`config.mk`:
```
export PLATFORM = sky130hd
export DESIGN_NAME = multicycle_control_unit_flat
export DESIGN_NICKNAME = d
export VERILOG_FILES = /design/src/rtl/multicycle_control_unit_if.sv /design/src/rtl/multicycle_control_unit.sv /design/src/flat_wrapper.sv
export SDC_FILE = /design/constraint.sdc
export NUM_CORES = 1
export LEC_CHECK = 0
export ABC_AREA = 1
export ABC_CLOCK_PERIOD_IN_PS = 3160
export CORE_ASPECT_RATIO = 0.6
export CORE_MARGIN = 1.5
export CORE_UTILIZATION = 35
export DETAILED_ROUTE_END_ITERATION = 10
export GPL_TIMING_DRIVEN = 0
export MAX_ROUTING_LAYER = met4
export PLACE_DENSITY_LB_ADDON = 0.15
export SLEW_MARGIN = 10
export SYNTH_ARGS = -nofsm -noshare
export SYNTH_HDL_FRONTEND = slang
export SYNTH_SLANG_ARGS = --single-unit
```
`constraint.sdc`:
```
create_clock -name clock -period 3.16 [get_ports clock]
set_input_delay 0.316 -clock clock [delete_from_list [all_inputs] [get_ports clock]]
set_output_delay 0.316 -clock clock [all_outputs]
set_load 0.02 [all_outputs]
```
`src/rtl/multicycle_control_unit_if.sv`:
```
// Unified memory port handshake between the control unit and the memory.
interface multicycle_control_unit_if;
    logic mem_req;
    logic mem_we;
    logic mem_ready;

    modport master (
        output mem_req,
        output mem_we,
        input  mem_ready
    );

    modport slave (
        input  mem_req,
        input  mem_we,
        output mem_ready
    );
endinterface

```
`src/rtl/multicycle_control_unit.sv`:
```
// Multi-cycle MIPS sequencer: decodes the instruction register and steps
// fetch/decode/execute/memory/writeback, driving all datapath enables and
// selects. It stalls on the shared memory port's ready handshake.
//
// state  | meaning
// -------+-----------------------------------------------
// FETCH  | read instruction, PC <= PC+4 when memory ready
// DECODE | decode IR, ALUOut <= PC + (imm<<2)
// MEMADR | address = rs + signext(imm)
// MEMRD  | data read, wait for memory ready
// MEMWB  | rt <= memory data
// MEMWR  | data write, wait for memory ready
// RTEX   | ALU op rs,rt selected by funct
// RTWB   | rd <= ALUOut
// BEQ    | compare rs,rt; PC <= branch target when equal
// ADDIEX | rs + signext(imm)
// ADDIWB | rt <= ALUOut
// JUMP   | PC <= jump target
// JAL    | $31 <= PC (already +4), PC <= jump target
// JR     | PC <= rs
// TRAP   | unsupported instruction, parked until reset
module multicycle_control_unit #(
    parameter int STATE_W = 4
) (
    input  logic                          clock,
    input  logic                          reset,
    input  logic [5:0]                    opcode,
    input  logic [5:0]                    funct,
    input  logic                          zero,
    multicycle_control_unit_if.master     mem,
    output logic                          ir_we,
    output logic                          pc_we,
    output logic                          rf_we,
    output logic [1:0]                    sel_pc,
    output logic [1:0]                    sel_result,
    output logic [1:0]                    sel_wa,
    output logic                          sel_alu_a,
    output logic [1:0]                    sel_alu_b,
    output logic [3:0]                    alu_ctrl,
    output logic                          instr_done,
    output logic                          illegal,
    output logic [STATE_W-1:0]            state
);

    typedef enum logic [3:0] {
        FETCH  = 4'd0,
        DECODE = 4'd1,
        MEMADR = 4'd2,
        MEMRD  = 4'd3,
        MEMWB  = 4'd4,
        MEMWR  = 4'd5,
        RTEX   = 4'd6,
        RTWB   = 4'd7,
        BEQ    = 4'd8,
        ADDIEX = 4'd9,
        ADDIWB = 4'd10,
        JUMP   = 4'd11,
        JAL    = 4'd12,
        JR     = 4'd13,
        TRAP   = 4'd14
    } state_t;

    localparam logic [3:0] ALU_AND = 4'b0000;
    localparam logic [3:0] ALU_OR  = 4'b0001;
    localparam logic [3:0] ALU_ADD = 4'b0010;
    localparam logic [3:0] ALU_SUB = 4'b0110;
    localparam logic [3:0] ALU_SLT = 4'b0111;

    state_t state_q;
    state_t state_d;
    logic   mem_req_c;
    logic   mem_we_c;

    // State register and sticky illegal flag, set on the edge that enters TRAP.
    always_ff @(posedge clock) begin
        if (reset) begin
            state_q <= FETCH;
            illegal <= 1'b0;
        end else begin
            state_q <= state_d;
            if (state_q != TRAP && state_d == TRAP) begin
                illegal <= 1'b1;
            end
        end
    end

    // Next-state decode and per-state datapath controls; reset masks all writes.
    always_comb begin
        state_d    = state_q;
        mem_req_c  = 1'b0;
        mem_we_c   = 1'b0;
        ir_we      = 1'b0;
        pc_we      = 1'b0;
        rf_we      = 1'b0;
        sel_pc     = 2'b00;
        sel_result = 2'b00;
        sel_wa     = 2'b00;
        sel_alu_a  = 1'b0;
        sel_alu_b  = 2'b00;
        alu_ctrl   = ALU_AND;
        instr_done = 1'b0;

        case (state_q)
            FETCH: begin
                mem_req_c = 1'b1;
                sel_alu_b = 2'b01;
                alu_ctrl  = ALU_ADD;
                ir_we     = mem.mem_ready;
                pc_we     = mem.mem_ready;
                if (mem.mem_ready) begin
                    state_d = DECODE;
                end
            end
            DECODE: begin
                sel_alu_b = 2'b11;
                alu_ctrl  = ALU_ADD;
                case (opcode)
                    6'h23, 6'h2B: state_d = MEMADR;
                    6'h08:        state_d = ADDIEX;
                    6'h04:        state_d = BEQ;
                    6'h02:        state_d = JUMP;
                    6'h03:        state_d = JAL;
                    6'h00: begin
                        case (funct)
                            6'h08:                            state_d = JR;
                            6'h20, 6'h22, 6'h24, 6'h25, 6'h2A: state_d = RTEX;
                            default:                          state_d = TRAP;
                        endcase
                    end
                    default:      state_d = TRAP;
                endcase
            end
            MEMADR: begin
                sel_alu_a = 1'b1;
                sel_alu_b = 2'b10;
                alu_ctrl  = ALU_ADD;
                state_d   = (opcode == 6'h2B) ? MEMWR : MEMRD;
            end
            MEMRD: begin
                mem_req_c = 1'b1;
                if (mem.mem_ready) begin
                    state_d = MEMWB;
                end
            end
            MEMWB: begin
                rf_we      = 1'b1;
                instr_done = 1'b1;
                state_d    = FETCH;
            end
            MEMWR: begin
                mem_req_c  = 1'b1;
                mem_we_c   = 1'b1;
                instr_done = mem.mem_ready;
                if (mem.mem_ready) begin
                    state_d = FETCH;
                end
            end
            RTEX: begin
                sel_alu_a = 1'b1;
                case (funct)
                    6'h22:   alu_ctrl = ALU_SUB;
                    6'h24:   alu_ctrl = ALU_AND;
                    6'h25:   alu_ctrl = ALU_OR;
                    6'h2A:   alu_ctrl = ALU_SLT;
                    default: alu_ctrl = ALU_ADD;
                endcase
                state_d = RTWB;
            end
            RTWB: begin
                rf_we      = 1'b1;
                sel_result = 2'b01;
                sel_wa     = 2'b01;
                instr_done = 1'b1;
                state_d    = FETCH;
            end
            BEQ: begin
                sel_alu_a  = 1'b1;
                alu_ctrl   = ALU_SUB;
                sel_pc     = 2'b01;
                pc_we      = zero;
                instr_done = 1'b1;
                state_d    = FETCH;
            end
            ADDIEX: begin
                sel_alu_a = 1'b1;
                sel_alu_b = 2'b10;
                alu_ctrl  = ALU_ADD;
                state_d   = ADDIWB;
            end
            ADDIWB: begin
                rf_we      = 1'b1;
                sel_result = 2'b01;
                instr_done = 1'b1;
                state_d    = FETCH;
            end
            JUMP: begin
                sel_pc     = 2'b10;
                pc_we      = 1'b1;
                instr_done = 1'b1;
                state_d    = FETCH;
            end
            JAL: begin
                rf_we      = 1'b1;
                sel_result = 2'b10;
                sel_wa     = 2'b10;
                sel_pc     = 2'b10;
                pc_we      = 1'b1;
                instr_done = 1'b1;
                state_d    = FETCH;
            end
            JR: begin
                sel_pc     = 2'b11;
                pc_we      = 1'b1;
                instr_done = 1'b1;
                state_d    = FETCH;
            end
            TRAP: begin
                state_d = TRAP;
            end
            default: begin
                state_d = TRAP;
            end
        endcase

        if (reset) begin
            mem_req_c  = 1'b0;
            mem_we_c   = 1'b0;
            ir_we      = 1'b0;
            pc_we      = 1'b0;
            rf_we      = 1'b0;
            instr_done = 1'b0;
        end
    end

    assign mem.mem_req = mem_req_c;
    assign mem.mem_we  = mem_we_c;
    assign state       = STATE_W'(state_q);

endmodule
```
`src/flat_wrapper.sv`:
```
// flat-port wrapper written by rule: the top's interface ports become plain ports
module multicycle_control_unit_flat 
#(
    parameter int STATE_W = 4
)
  (clock, reset, opcode, funct, zero, ir_we, pc_we, rf_we, sel_pc, sel_result, sel_wa, sel_alu_a, sel_alu_b, alu_ctrl, instr_done, illegal, state, mem_mem_req, mem_mem_we, mem_mem_ready);
  multicycle_control_unit_if mem_i ();
  input  logic clock;
  input  logic reset;
  input  logic [5:0] opcode;
  input  logic [5:0] funct;
  input  logic zero;
  output logic ir_we;
  output logic pc_we;
  output logic rf_we;
  output logic [1:0] sel_pc;
  output logic [1:0] sel_result;
  output logic [1:0] sel_wa;
  output logic sel_alu_a;
  output logic [1:0] sel_alu_b;
  output logic [3:0] alu_ctrl;
  output logic instr_done;
  output logic illegal;
  output logic [STATE_W-1:0] state;
  output wire logic [$bits(mem_i.mem_req)-1:0] mem_mem_req;
  output wire logic [$bits(mem_i.mem_we)-1:0] mem_mem_we;
  input wire logic [$bits(mem_i.mem_ready)-1:0] mem_mem_ready;
  assign mem_mem_req = mem_i.mem_req;
  assign mem_mem_we = mem_i.mem_we;
  assign mem_i.mem_ready = mem_mem_ready;
  multicycle_control_unit #(.STATE_W(STATE_W)) u_core (.clock(clock), .reset(reset), .opcode(opcode), .funct(funct), .zero(zero), .mem(mem_i), .ir_we(ir_we), .pc_we(pc_we), .rf_we(rf_we), .sel_pc(sel_pc), .sel_result(sel_result), .sel_wa(sel_wa), .sel_alu_a(sel_alu_a), .sel_alu_b(sel_alu_b), .alu_ctrl(alu_ctrl), .instr_done(instr_done), .illegal(illegal), .state(state));
endmodule
```
## Yosys cells after proc, flatten, opt, wreduce, memory -nomap -nowiden

Cells that the tools add are included.

| operators by class | value |
|---|---|
| muxes and demuxes | 26 |
| $lt $le $gt $ge | 0 |
| reduce and logical (&&, ||, !) cells | 14 |
| bitwise operators | 0 |
| div/mod/pow operators | 0 |
| equality and inequality tests | 27 |
| shift operators | 0 |
| multipliers | 0 |
| add/sub/neg operators | 0 |

Operators by type and width:

| operator | number |
|---|---|
| $eq A6 B6 Y1 const B | 7 |
| $pmux W4 S8 | 1 |
| $eq A4 B4 Y1 const B | 7 |
| $pmux W4 S6 | 1 |
| $eq A4 B3 Y1 const B | 4 |
| $eq A6 B2 Y1 const B | 2 |
| $eq A6 B4 Y1 const B | 2 |
| $mux W4 | 3 |
| $pmux W2 S3 | 2 |
| $pmux W3 S4 | 1 |
| $pmux W4 S3 | 1 |
| $reduce_or A4 Y1 | 3 |
| $mux W1 | 11 |
| $eq A4 B2 Y1 const B | 2 |
| $pmux W2 S2 | 2 |
| $pmux W4 S2 | 1 |
| $reduce_or A2 Y1 | 4 |
| $reduce_or A7 Y1 | 1 |
| $eq A6 B3 Y1 const B | 1 |
| $logic_not A6 Y1 | 1 |
| $reduce_or A3 Y1 | 2 |
| $reduce_or A5 Y1 | 1 |
| $eq A4 B1 Y1 const B | 1 |
| $logic_not A4 Y1 | 1 |
| other kinds (5) | 5 |

| storage, ports and cells | value |
|---|---|
| output and inout bits | 24 |
| bits in writable memories | 0 |
| memory bits (read-only) | 0 |
| memories kept | 0 |
| bits of input ports | 16 |
| register bits after elaboration | 5 |
| bits in latches | 0 |
| logic and storage cells | 69 |

## Depth between registers and ports, before layout

| depth | value |
|---|---|
| word-level depth | 7 |
| mapped depth | 11 |
| mapped depth without buffers | 11 |

## Worst setup path before layout

OpenSTA, ideal clock, no wires.

| path | value |
|---|---|
| path kind | register to output |
| from | register u_core.state_q[2], in the netlist u_core.state[2] |
| to | output instr_done |
| path slack | 1.102 ns |
| arrival time | 1.742 ns |
| required time | 2.844 ns |
| path buffers | 0 |
| stages on the path, launching flop included | 5 |
| path through | dfxtp_1 > nand2_2 > o21ai_0 > a221oi_1 > a21oi_1 |

| on the way | value |
|---|---|
| word-level cells in the longest chain between the ends | 4 |
| elaborated cells on any way between the ends | 11 |
| those cells by class | 8 x eq/ne; 2 x mux; 1 x reduce/logical |

Ends and longest elaborated chain:

| item | line | RTL |
|---|---|---|
| start: declaration | multicycle_control_unit.sv:69 | `state_t state_q;` |
| start signal: assignment | multicycle_control_unit.sv:80 | `state_q <= state_d;` |
| $eq A4 B3 Y1 or $eq A4 B4 Y1 (tied branches) | multicycle_control_unit.sv:103 | `case (state_q)` |
| $reduce_or A7 Y1 (no source line) | n/a |  |
| $pmux W1 S2 * | multicycle_control_unit.sv:103 |  |
| $mux W1 * | multicycle_control_unit.sv:225 | `if (reset) begin` |
| end: declaration | flat_wrapper.sv:22 | `output logic instr_done;` |

Every way passes the cells marked *; elsewhere a longest branch is shown, timed or not.

## Worst setup path in the final report

| path | value |
|---|---|
| from | register u_core.state_q[2], in the netlist u_core.state[2] |
| to | output alu_ctrl[0] |

| on the way | value |
|---|---|
| word-level cells in the longest chain between the ends | 3 |
| elaborated cells on any way between the ends | 8 |
| those cells by class | 5 x eq/ne; 1 x mux; 2 x reduce/logical |

Ends and longest elaborated chain:

| item | line | RTL |
|---|---|---|
| $eq A4 B2 Y1, or another cell as far along | multicycle_control_unit.sv:103 |  |
| $reduce_or A4 Y1 (no source line) | n/a |  |
| $pmux W4 S3 * | multicycle_control_unit.sv:103 |  |
| end: declaration | flat_wrapper.sv:21 | `output logic [3:0] alu_ctrl;` |

Marks and branches as above.

==> impl_metrics.toml <==
[status]
status = "completed"

[die]
ioPinCount = 40
chipWidth_um = 64.6
num_rows = 13
die_h_um = 39.9
dieArea_mm2 = 0.00258
initial_core_util = 0.368
design.core.area_mm2 = 0.00216

[pwr]
ir_worst_vdd_mv = 0.340
power_density_mw_per_mm2 = 405
p_leak_nw = 0.628

[layout]
nets = 215
utilization = 0.582
diodes = 0
area_growth_pct = 58.2
fillers = 234
drive_gt1_frac = 0.111
instances_no_fill = 228
stdcell_area_mm2 = 0.00126

[routing]
postRouteAntennaNets = 0
drt_iter0_drc = 100
drt_first_pass_iters = 4
routed_wl_mm = 2.49
via_per_inst = 4.84
wl_per_cell_um = 10.9
drc = 0
vias = 1103

[grt]
grt_usage = 0.208
overflow = 0
grt_max_degree = 11
grt_pass1_vias = 916
antenna_found_initial = 0
grt_pass1_wl_mm = 3.95

[synthesis]
ys_ff_latch = 5
syn_area_um2 = 796
synth_cells = 156
yosysWarnings = 0
yosysUniqueCellTypes = 25
synth_flop_cell = "dfxtp_1"
yosysMostFrequentCell = "nand2_1"
synth_top_area_frac = 0.151
async_flop_share = 0
seq_area_frac_synth = 0.126
synth_commonest_cells = "32 x nand2_1, 29 x inv_1, 28 x nor2_1"
yosysTopAreaCell = "nand2_1"
synth_fp_nets = 172
synth.avg_cell_area_um2 = 5.10
synth_edf_count = 0
synth_area_leaders = "nand2_1 15%, inv_1 14%, nor2_1 13%"

[timing]
hold_violations = 0
rsz0062_at_grt = "no"
skew_ps = 4.40
setup_viol = 0
clock.fmax_mhz = 405
period_needed_ps = 2470
setup_tns_ps = 0
fin_crit_sh = 0.782
final_max_slew_viol_count = 0

[cts]
path_clk_slew_ps = 30
cts.sinks = 5
clock_latency_ps = 220
root_buffer = "clkbuf_8"
htreeDepth = 1
cts_tree = "done"
clockBufferDepth = 2
postCtsResizedCells = 0
hold_buffers = 0
cts-buffers-inserted = 3
postCtsSetupRepairBufs = 0

[placement]
dp.final_hpwl_mm = 2.11
dp_cells = 224
place.gp.congestion = 0.879
place_area_mm2 = 0.00121
portBuffers = 38

[critical_path]
r2r_start = "u_core.state[2]"
cp_max_fo = 5
r2r_end = "u_core.illegal"
worstPathRequired_ps = 2840
cp.arrival_ps = 2150
r2r_cells = 9
start_kind = "flop"
rrSetupSlack_ps = 1590
end_kind = "output pin"
worstSetupPathType = "flop to output pin"

[worst_hold_path]
hp-start = "u_core.illegal"
min_path_cells = 2
min_path_type = "flop to flop"
hold_path_end = "u_core.illegal"

[run]
cap_violations = 0
## worst max-delay path, cell delays in order, from the launching register on
cell             delay, ps
dfxtp_1                510
inv_2                   80
nor2_2                 120
inv_1                  100
nor2_1                 210
nand3_1                130
o22ai_1                140
clkdlybuf4s50_1        630
## cell type report
type                            count  area (um^2)  share of cell area
Sequential cell                     5          100              0.0795
Timing Repair Buffer               38          380               0.302
Buffer                              2         11.3             0.00895
Tap cell                           30         37.5              0.0298
Multi-Input combinational cell    116          561               0.445
Clock buffer                        4         45.0              0.0358
Inverter                           33          124              0.0984
## metrics by stage
stage          worst slack [ps]  total power [mW]  hold WS, ps
6_report                    690             0.510          462
5_1_grt                     556             0.547          498
4_1_cts                     694             0.512          468
3_5_place_dp                837             0.394          453
3_3_place_gp                872             0.391          450
2_1_floorplan              1100             0.260          538
## power breakdown
part	switching [mW]	total, mW	internal, mW
clock network	0.0302	0.117	0.0865
registers	0.0159	0.0879	0.0720
logic	0.177	0.306	0.128
## cell families after synthesis
| logic type | count (synthesis) | share of synthesized area |
|---|---|---|
| AND/OR/NAND/NOR | 94 | 0.541 |
| buffers and inverters | 35 | 0.170 |
| AO/OA/AOI/OAI | 21 | 0.159 |
| flip-flops | 5 | 0.126 |
| other | 1 | 0.00471 |
## worst max path at each step
stage	from	endpoint	slack (ps)	cells after the start
final	u_core.state[2]	alu_ctrl[0]	690	7
after CTS	u_core.state[2]	alu_ctrl[0]	690	7
after global placement	funct[5]	alu_ctrl[0]	870	6
after global routing	u_core.state[2]	alu_ctrl[0]	560	7
after floorplan	u_core.state[2]	instr_done	1100	4
after detailed placement	funct[5]	alu_ctrl[0]	840	6
## sequential cells by signal (all words and copies together) (netlist names)
register	flops
u_core.state	4
u_core.illegal	1
## per-layer routing
layer	track usage	share of wire	up-vias
met3	0.0281	0.093	0
met2	0.333	0.40	47
met1	0.300	0.51	477
met4	0	0	0
li1	-	-	579
met5	-	0	-
## cells in the final DEF, fill, tap and decap left out, types with 2 or more instances in the layout
| master | instances |
|---|---|
| nor2_4 | 2 |
| nand2_2 | 4 |
| a31oi_1 | 3 |
| dfxtp_1 | 5 |
| clkbuf_8 | 3 |
| clkdlybuf4s50_1 | 38 |
| clkbuf_1 | 2 |
| inv_2 | 4 |
| nand3_1 | 15 |
| nor3_1 | 3 |
| nor2_2 | 5 |
| a21oi_2 | 2 |
| nand2_1 | 32 |
| a21oi_1 | 6 |
| nand4_1 | 3 |
| inv_1 | 29 |
| nor2_1 | 28 |
| o21ai_0 | 5 |
Power figures use the tool's default switching activity.
